$ cat src/rtl/mem_bus_arbiter.sv
// ---------------------------------------------------------------------------
// mem_bus_arbiter
//
// Round-robin arbiter sharing one single-port statistics memory between
// N_REQ system-bus requesters. One request is served at a time:
//   IDLE  -> pick the next requester (round-robin) and latch its operands
//   ISSUE -> one-cycle memory strobe (MEM_EN) with the latched operands
//   WAIT  -> READ only: RD_LAT cycles, then capture MEM_RDATA into RDATA
//   RESP  -> one-cycle ACK pulse to the winner
//
// Ports:
//   CLK, RST_N         clock (rising edge), asynchronous active-low reset
//   REQ, REQ_OP        per-requester request level and op (0=READ, 1=WRITE)
//   REQ_ADDR/REQ_WDATA packed per-requester address / write data
//   ACK, RDATA         one-hot completion pulse, read data (valid with ACK)
//   BUSY               high whenever the arbiter is not in IDLE
//   MEM_EN/OP/ADDR/WDATA  memory port, MEM_RDATA  memory read data
//
// All outputs are registered: their next values are computed together with
// the next state, so an output is valid in the same cycle as its state.
// ---------------------------------------------------------------------------
module mem_bus_arbiter #(
    parameter int N_REQ  = 3,
    parameter int ADDR_W = 4,
    parameter int DATA_W = 8,
    parameter int RD_LAT = 1
) (
    input  logic                       CLK,
    input  logic                       RST_N,
    input  logic [N_REQ-1:0]           REQ,
    input  logic [N_REQ-1:0]           REQ_OP,
    input  logic [N_REQ*ADDR_W-1:0]    REQ_ADDR,
    input  logic [N_REQ*DATA_W-1:0]    REQ_WDATA,
    output logic [N_REQ-1:0]           ACK,
    output logic [DATA_W-1:0]          RDATA,
    output logic                       BUSY,
    output logic                       MEM_EN,
    output logic                       MEM_OP,
    output logic [ADDR_W-1:0]          MEM_ADDR,
    output logic [DATA_W-1:0]          MEM_WDATA,
    input  logic [DATA_W-1:0]          MEM_RDATA
);

    localparam int IDX_W = (N_REQ > 1) ? $clog2(N_REQ) : 1;
    localparam int CNT_W = (RD_LAT > 1) ? $clog2(RD_LAT) : 1;

    typedef enum logic [1:0] {
        ST_IDLE  = 2'd0,
        ST_ISSUE = 2'd1,
        ST_WAIT  = 2'd2,
        ST_RESP  = 2'd3
    } state_t;

    state_t              state_q, state_d;
    logic [IDX_W-1:0]    ptr_q, ptr_d;
    logic [IDX_W-1:0]    win_q, win_d;
    logic [CNT_W-1:0]    cnt_q, cnt_d;
    logic [N_REQ-1:0]    ack_q, ack_d;
    logic [DATA_W-1:0]   rdata_q, rdata_d;
    logic                busy_q, busy_d;
    logic                mem_en_q, mem_en_d;
    logic                mem_op_q, mem_op_d;
    logic [ADDR_W-1:0]   mem_addr_q, mem_addr_d;
    logic [DATA_W-1:0]   mem_wdata_q, mem_wdata_d;

    // Round-robin pick results
    logic                found_s;
    logic [IDX_W-1:0]    pick_s;

    // Unpacked views of the packed requester operand buses
    logic [ADDR_W-1:0]   req_addr_a  [N_REQ];
    logic [DATA_W-1:0]   req_wdata_a [N_REQ];

    for (genvar g = 0; g < N_REQ; g++) begin : g_unpack
        assign req_addr_a[g]  = REQ_ADDR[g*ADDR_W +: ADDR_W];
        assign req_wdata_a[g] = REQ_WDATA[g*DATA_W +: DATA_W];
    end

    // Round-robin search: first set REQ bit at or after ptr_q, wrapping modulo N_REQ
    always_comb begin
        int unsigned      cand;
        logic [IDX_W-1:0] cand_idx;
        logic             hit;
        found_s  = 1'b0;
        pick_s   = {IDX_W{1'b0}};
        cand     = 32'd0;
        cand_idx = {IDX_W{1'b0}};
        hit      = 1'b0;
        for (int k = 0; k < N_REQ; k++) begin
            cand     = 32'(ptr_q) + 32'(k);
            cand     = (cand >= 32'(N_REQ)) ? (cand - 32'(N_REQ)) : cand;
            cand_idx = IDX_W'(cand);
            hit      = REQ[cand_idx] & ~found_s;
            pick_s   = hit ? cand_idx : pick_s;
            found_s  = found_s | REQ[cand_idx];
        end
    end

    // Next-state and next-output logic of the arbitration FSM
    always_comb begin
        state_d     = state_q;
        ptr_d       = ptr_q;
        win_d       = win_q;
        cnt_d       = cnt_q;
        ack_d       = {N_REQ{1'b0}};
        rdata_d     = rdata_q;
        mem_en_d    = 1'b0;
        mem_op_d    = mem_op_q;
        mem_addr_d  = mem_addr_q;
        mem_wdata_d = mem_wdata_q;

        case (state_q)
            ST_IDLE: begin
                if (found_s) begin
                    // The MEM_* registers double as the latched operands,
                    // so later REQ_* changes cannot affect this transaction.
                    win_d       = pick_s;
                    mem_en_d    = 1'b1;
                    mem_op_d    = REQ_OP[pick_s];
                    mem_addr_d  = req_addr_a[pick_s];
                    mem_wdata_d = req_wdata_a[pick_s];
                    state_d     = ST_ISSUE;
                end else begin
                    state_d     = ST_IDLE;
                end
            end

            ST_ISSUE: begin
                ptr_d = (win_q == IDX_W'(N_REQ - 1)) ? {IDX_W{1'b0}}
                                                     : (win_q + IDX_W'(1));
                if (mem_op_q) begin
                    // WRITE: no data to wait for, acknowledge next cycle
                    ack_d[win_q] = 1'b1;
                    state_d      = ST_RESP;
                end else begin
                    cnt_d   = CNT_W'(RD_LAT - 1);
                    state_d = ST_WAIT;
                end
            end

            ST_WAIT: begin
                if (cnt_q == {CNT_W{1'b0}}) begin
                    // Last latency cycle: MEM_RDATA is valid now
                    rdata_d      = MEM_RDATA;
                    ack_d[win_q] = 1'b1;
                    state_d      = ST_RESP;
                end else begin
                    cnt_d   = cnt_q - CNT_W'(1);
                    state_d = ST_WAIT;
                end
            end

            ST_RESP: begin
                state_d = ST_IDLE;
            end

            default: begin
                state_d = ST_IDLE;
            end
        endcase

        busy_d = (state_d != ST_IDLE);
    end

    // State and registered-output flops; reset aborts any transaction
    always_ff @(posedge CLK or negedge RST_N) begin
        if (!RST_N) begin
            state_q     <= ST_IDLE;
            ptr_q       <= {IDX_W{1'b0}};
            win_q       <= {IDX_W{1'b0}};
            cnt_q       <= {CNT_W{1'b0}};
            ack_q       <= {N_REQ{1'b0}};
            rdata_q     <= {DATA_W{1'b0}};
            busy_q      <= 1'b0;
            mem_en_q    <= 1'b0;
            mem_op_q    <= 1'b0;
            mem_addr_q  <= {ADDR_W{1'b0}};
            mem_wdata_q <= {DATA_W{1'b0}};
        end else begin
            state_q     <= state_d;
            ptr_q       <= ptr_d;
            win_q       <= win_d;
            cnt_q       <= cnt_d;
            ack_q       <= ack_d;
            rdata_q     <= rdata_d;
            busy_q      <= busy_d;
            mem_en_q    <= mem_en_d;
            mem_op_q    <= mem_op_d;
            mem_addr_q  <= mem_addr_d;
            mem_wdata_q <= mem_wdata_d;
        end
    end

    assign ACK       = ack_q;
    assign RDATA     = rdata_q;
    assign BUSY      = busy_q;
    assign MEM_EN    = mem_en_q;
    assign MEM_OP    = mem_op_q;
    assign MEM_ADDR  = mem_addr_q;
    assign MEM_WDATA = mem_wdata_q;

endmodule

$ cat config.mk
export PLATFORM = sky130hd
export DESIGN_NAME = mem_bus_arbiter
export DESIGN_NICKNAME = d
export VERILOG_FILES = /design/src/rtl/mem_bus_arbiter.sv
export SDC_FILE = /design/constraint.sdc
export NUM_CORES = 1
export LEC_CHECK = 0
export CAP_MARGIN = 15
export CORE_ASPECT_RATIO = 1.5
export CORE_MARGIN = 5
export CORE_UTILIZATION = 46
export CTS_CLUSTER_DIAMETER = 150
export DETAILED_ROUTE_END_ITERATION = 8
export PLACE_DENSITY_LB_ADDON = 0.15
export SETUP_SLACK_MARGIN = 0.15
export SYNTH_ARGS = -nofsm -noshare
export SYNTH_HDL_FRONTEND = slang
export SYNTH_SLANG_ARGS = --single-unit
$ cat constraint.sdc
create_clock -name CLK -period 2.6 [get_ports CLK]
set_input_delay 0.52 -clock CLK [delete_from_list [all_inputs] [get_ports CLK]]
set_output_delay 0.52 -clock CLK [all_outputs]
set_load 0.01 [all_outputs]
==> summary.txt <==
syn nets = 299
Nets = 378
final slew viol count = 0
Rel. slew slack = 0.724
placed wire-length estimate = 4.82 mm
Pwr Density = 1140 mW/mm^2
die area = 0.00649 mm^2
site row count = 31
diode count = 0
DRT Wirelength = 6.42 mm
#FFs+latches synth = 32
prevailing post-synth register cell = dfrtp_1
MaxCap Viol Count = 0
crit end category = register
hold path startpoint = MEM_WDATA[6]$_DFFE_PN0P_
GRT met1 Usage = 0.250
DR vias = 2135
commonest non-fill, non-tap cell in the layout = clkdlybuf4s50_1
Tcrit/Tclk final = 0.898
critical path class = reg2reg
minimum clock period = 2.34 ns
M3 GR Usage = 0.0491
yosys warns = 0
Hold Path End = MEM_WDATA[6]$_DFFE_PN0P_
final hold violation count = 0
CTS root buf = clkbuf_8
Clock Path Buffers = 2
dominant cells by area after synthesis = dfrtp_1, o211a_1, o211ai_1
EDFF count, synth = 0
worst reg2reg path depth = 8
DR pass1 iterations = 4
starting density of the core = 0.474
Setup TNS = 0 ns
CP Max Fanout = 10
Synth cell types = 34
Core Footprint = 0.00481 mm^2
Reg clk slew, reported paths = 0.07 ns
Sink Count = 32
Max H-tree Level = 2
Final ANT Viol Nets = 0
CTS tree = yes
FMAX = 428 MHz
most frequent cells in the layout = clkdlybuf4s50_1, dfrtp_1, nand2_1
DR vias/cell = 5.55
dpl ws = -0.0154 ns
post-synthesis sequential area ratio = 0.351
terminus of the critical flop-to-flop path = MEM_ADDR[2]$_DFFE_PN0P_
Worst Tran Pin Value = 0.414 ns
CTS buffer count = 5
die width = 67.5 um
Post CTS Setup Buffer Count = 0
crit path DAT = 2.54 ns
Synth top area share = 0.351
layer with the highest usage = met2
GR Util All Layers = 0.210
initial antenna violation count = 0
Hold Path Class = reg2reg
Hold WS = 0.498 ns
Layout Cell Area excl Fill = 0.00334 mm^2
first-iteration detailed-routing DRC count = 111
GPL Wtd Cong = 0.794
r2r setup slk = 0.26 ns
VDD IR max = 0.640 mV
crit path launch type = register
fin util = 0.694
final setup violating endpoints = 0
r2r startpoint = ptr_q[0]$_DFFE_PN0P_
Critical path origin = ptr_q[0]$_DFFE_PN0P_
Post-Syn Area = 0.00228 mm^2
largest net degree at the start of global routing = 33
Placed Area = 0.00319 mm^2
Mapped Cells = 239
RSZ-0062 raised after global routing = no
GR Util met2 = 0.361
number of primary I/O pins = 78
DRC violations left = 0
Final WS setup = 0.264 ns
first-pass GRT wire length = 10.4 mm
synth-to-layout area growth = 46.4%
wire length per cell = 16.7 um
Clock Skews = 0.00495 ns
Die H = 96.2 um
outcome = finished, final reports clean
syn_area_per_cell = 9.53 um^2
share of layout cells above drive strength 1 = 0.160
GRT overflow = 0
ys async rst share = 1.00
Hold Path Depth = 2
CP required = 2.81 ns
Clock Latency Late Sink = 0.29 ns
number of global-route vias before repair = 2127
cell accounting for the most synthesized area = dfrtp_1
Port Buffers = 77
leakage = 1.47 nW
## report_power, final
part	internal (mW)	leakage [nW]	total [mW]	switching (mW)
clock	0.284	0.0552	0.470	0.186
sequential	0.736	0.395	0.884	0.148
combinational	1.24	1.02	2.46	1.22
total	2.26	1.47	3.82	1.56
## metal layers
layer  part of all wire  wire length (um)
met5                  0                 0
met3              0.076               489
met2               0.54              3440
met1               0.37              2350
met4              0.021               135
## metrics by stage
| stage | total power, mW | instances |
|---|---|---|
| floorplan | 2.36 | 239 |
| global placement | 3.23 | 377 |
| detailed placement | 3.30 | 377 |
| CTS | 3.79 | 385 |
| global route | 4.11 | 385 |
| finish | 3.82 | 385 |
## critical path: stages, from the launching register on
cell,delay (ns)
dfrtp_1,0.42
inv_1,0.10
ha_2,0.45
mux2i_4,0.29
buf_4,0.16
o31ai_4,0.06
or3_1,0.39
buf_4,0.21
o211ai_2,0.17
## sequential cells by signal, summed over array words and instances, names as in the netlist
name / cells
win_q: 2
RDATA: 8
BUSY: 1
MEM_EN: 1
ptr_q: 2
MEM_WDATA: 8
MEM_OP: 1
ACK: 3
MEM_ADDR: 4
state_q: 2
## layout make-up
| class | instances | area, um^2 |
|---|---|---|
| Timing Repair Buffer | 92 | 923 |
| Clock inverter | 2 | 35.0 |
| Inverter | 7 | 28.8 |
| Clock buffer | 6 | 72.6 |
| Sequential cell | 32 | 801 |
| Multi-Input combinational cell | 180 | 1390 |
| Fill cell | 422 | 1470 |
| Tap cell | 66 | 82.6 |
## worst max path at each step
| stage | depth (start not counted) | slack (ns) | endpoint |
|---|---|---|---|
| 5_1_grt | 8 | 0.17 | MEM_WDATA[0]$_DFFE_PN0P_ |
| 3_3_place_gp | 8 | 0.04 | MEM_WDATA[7]$_DFFE_PN0P_ |
| 3_5_place_dp | 7 | -0.02 | MEM_ADDR[3]$_DFFE_PN0P_ |
| 6_report | 8 | 0.26 | MEM_ADDR[2]$_DFFE_PN0P_ |
| 4_1_cts | 8 | 0.16 | MEM_ADDR[2]$_DFFE_PN0P_ |
| 2_1_floorplan | 10 | 0.37 | MEM_ADDR[0]$_DFFE_PN0P_ |
## synth_stat cells (all sizes together) (2+ instances only)
cell	instances
nor3	15
buf	5
or3	2
ha	8
nand2	29
o21a	2
dfrtp	32
nand2b	16
clkbuf	15
inv	7
a21oi	15
o211ai	26
nand3b	3
mux2	9
nor4b	13
nor3b	3
o21ai	6
o211a	14
nor2	6
mux2i	7
## logic make-up after synthesis
logic type / share of synthesized area
mux: 0.0912
simple gates: 0.215
compound gates: 0.245
flops: 0.351
buf+inv: 0.0533
fa+ha+maj: 0.0439
## repair_timing
| action | in CTS | in global routing |
|---|---|---|
| gates resized for setup | 0 | 9 |
| setup endpoints to repair | 0 | 15 |
| hold buffers | 0 | 0 |
Power figures use the tool's default switching activity.
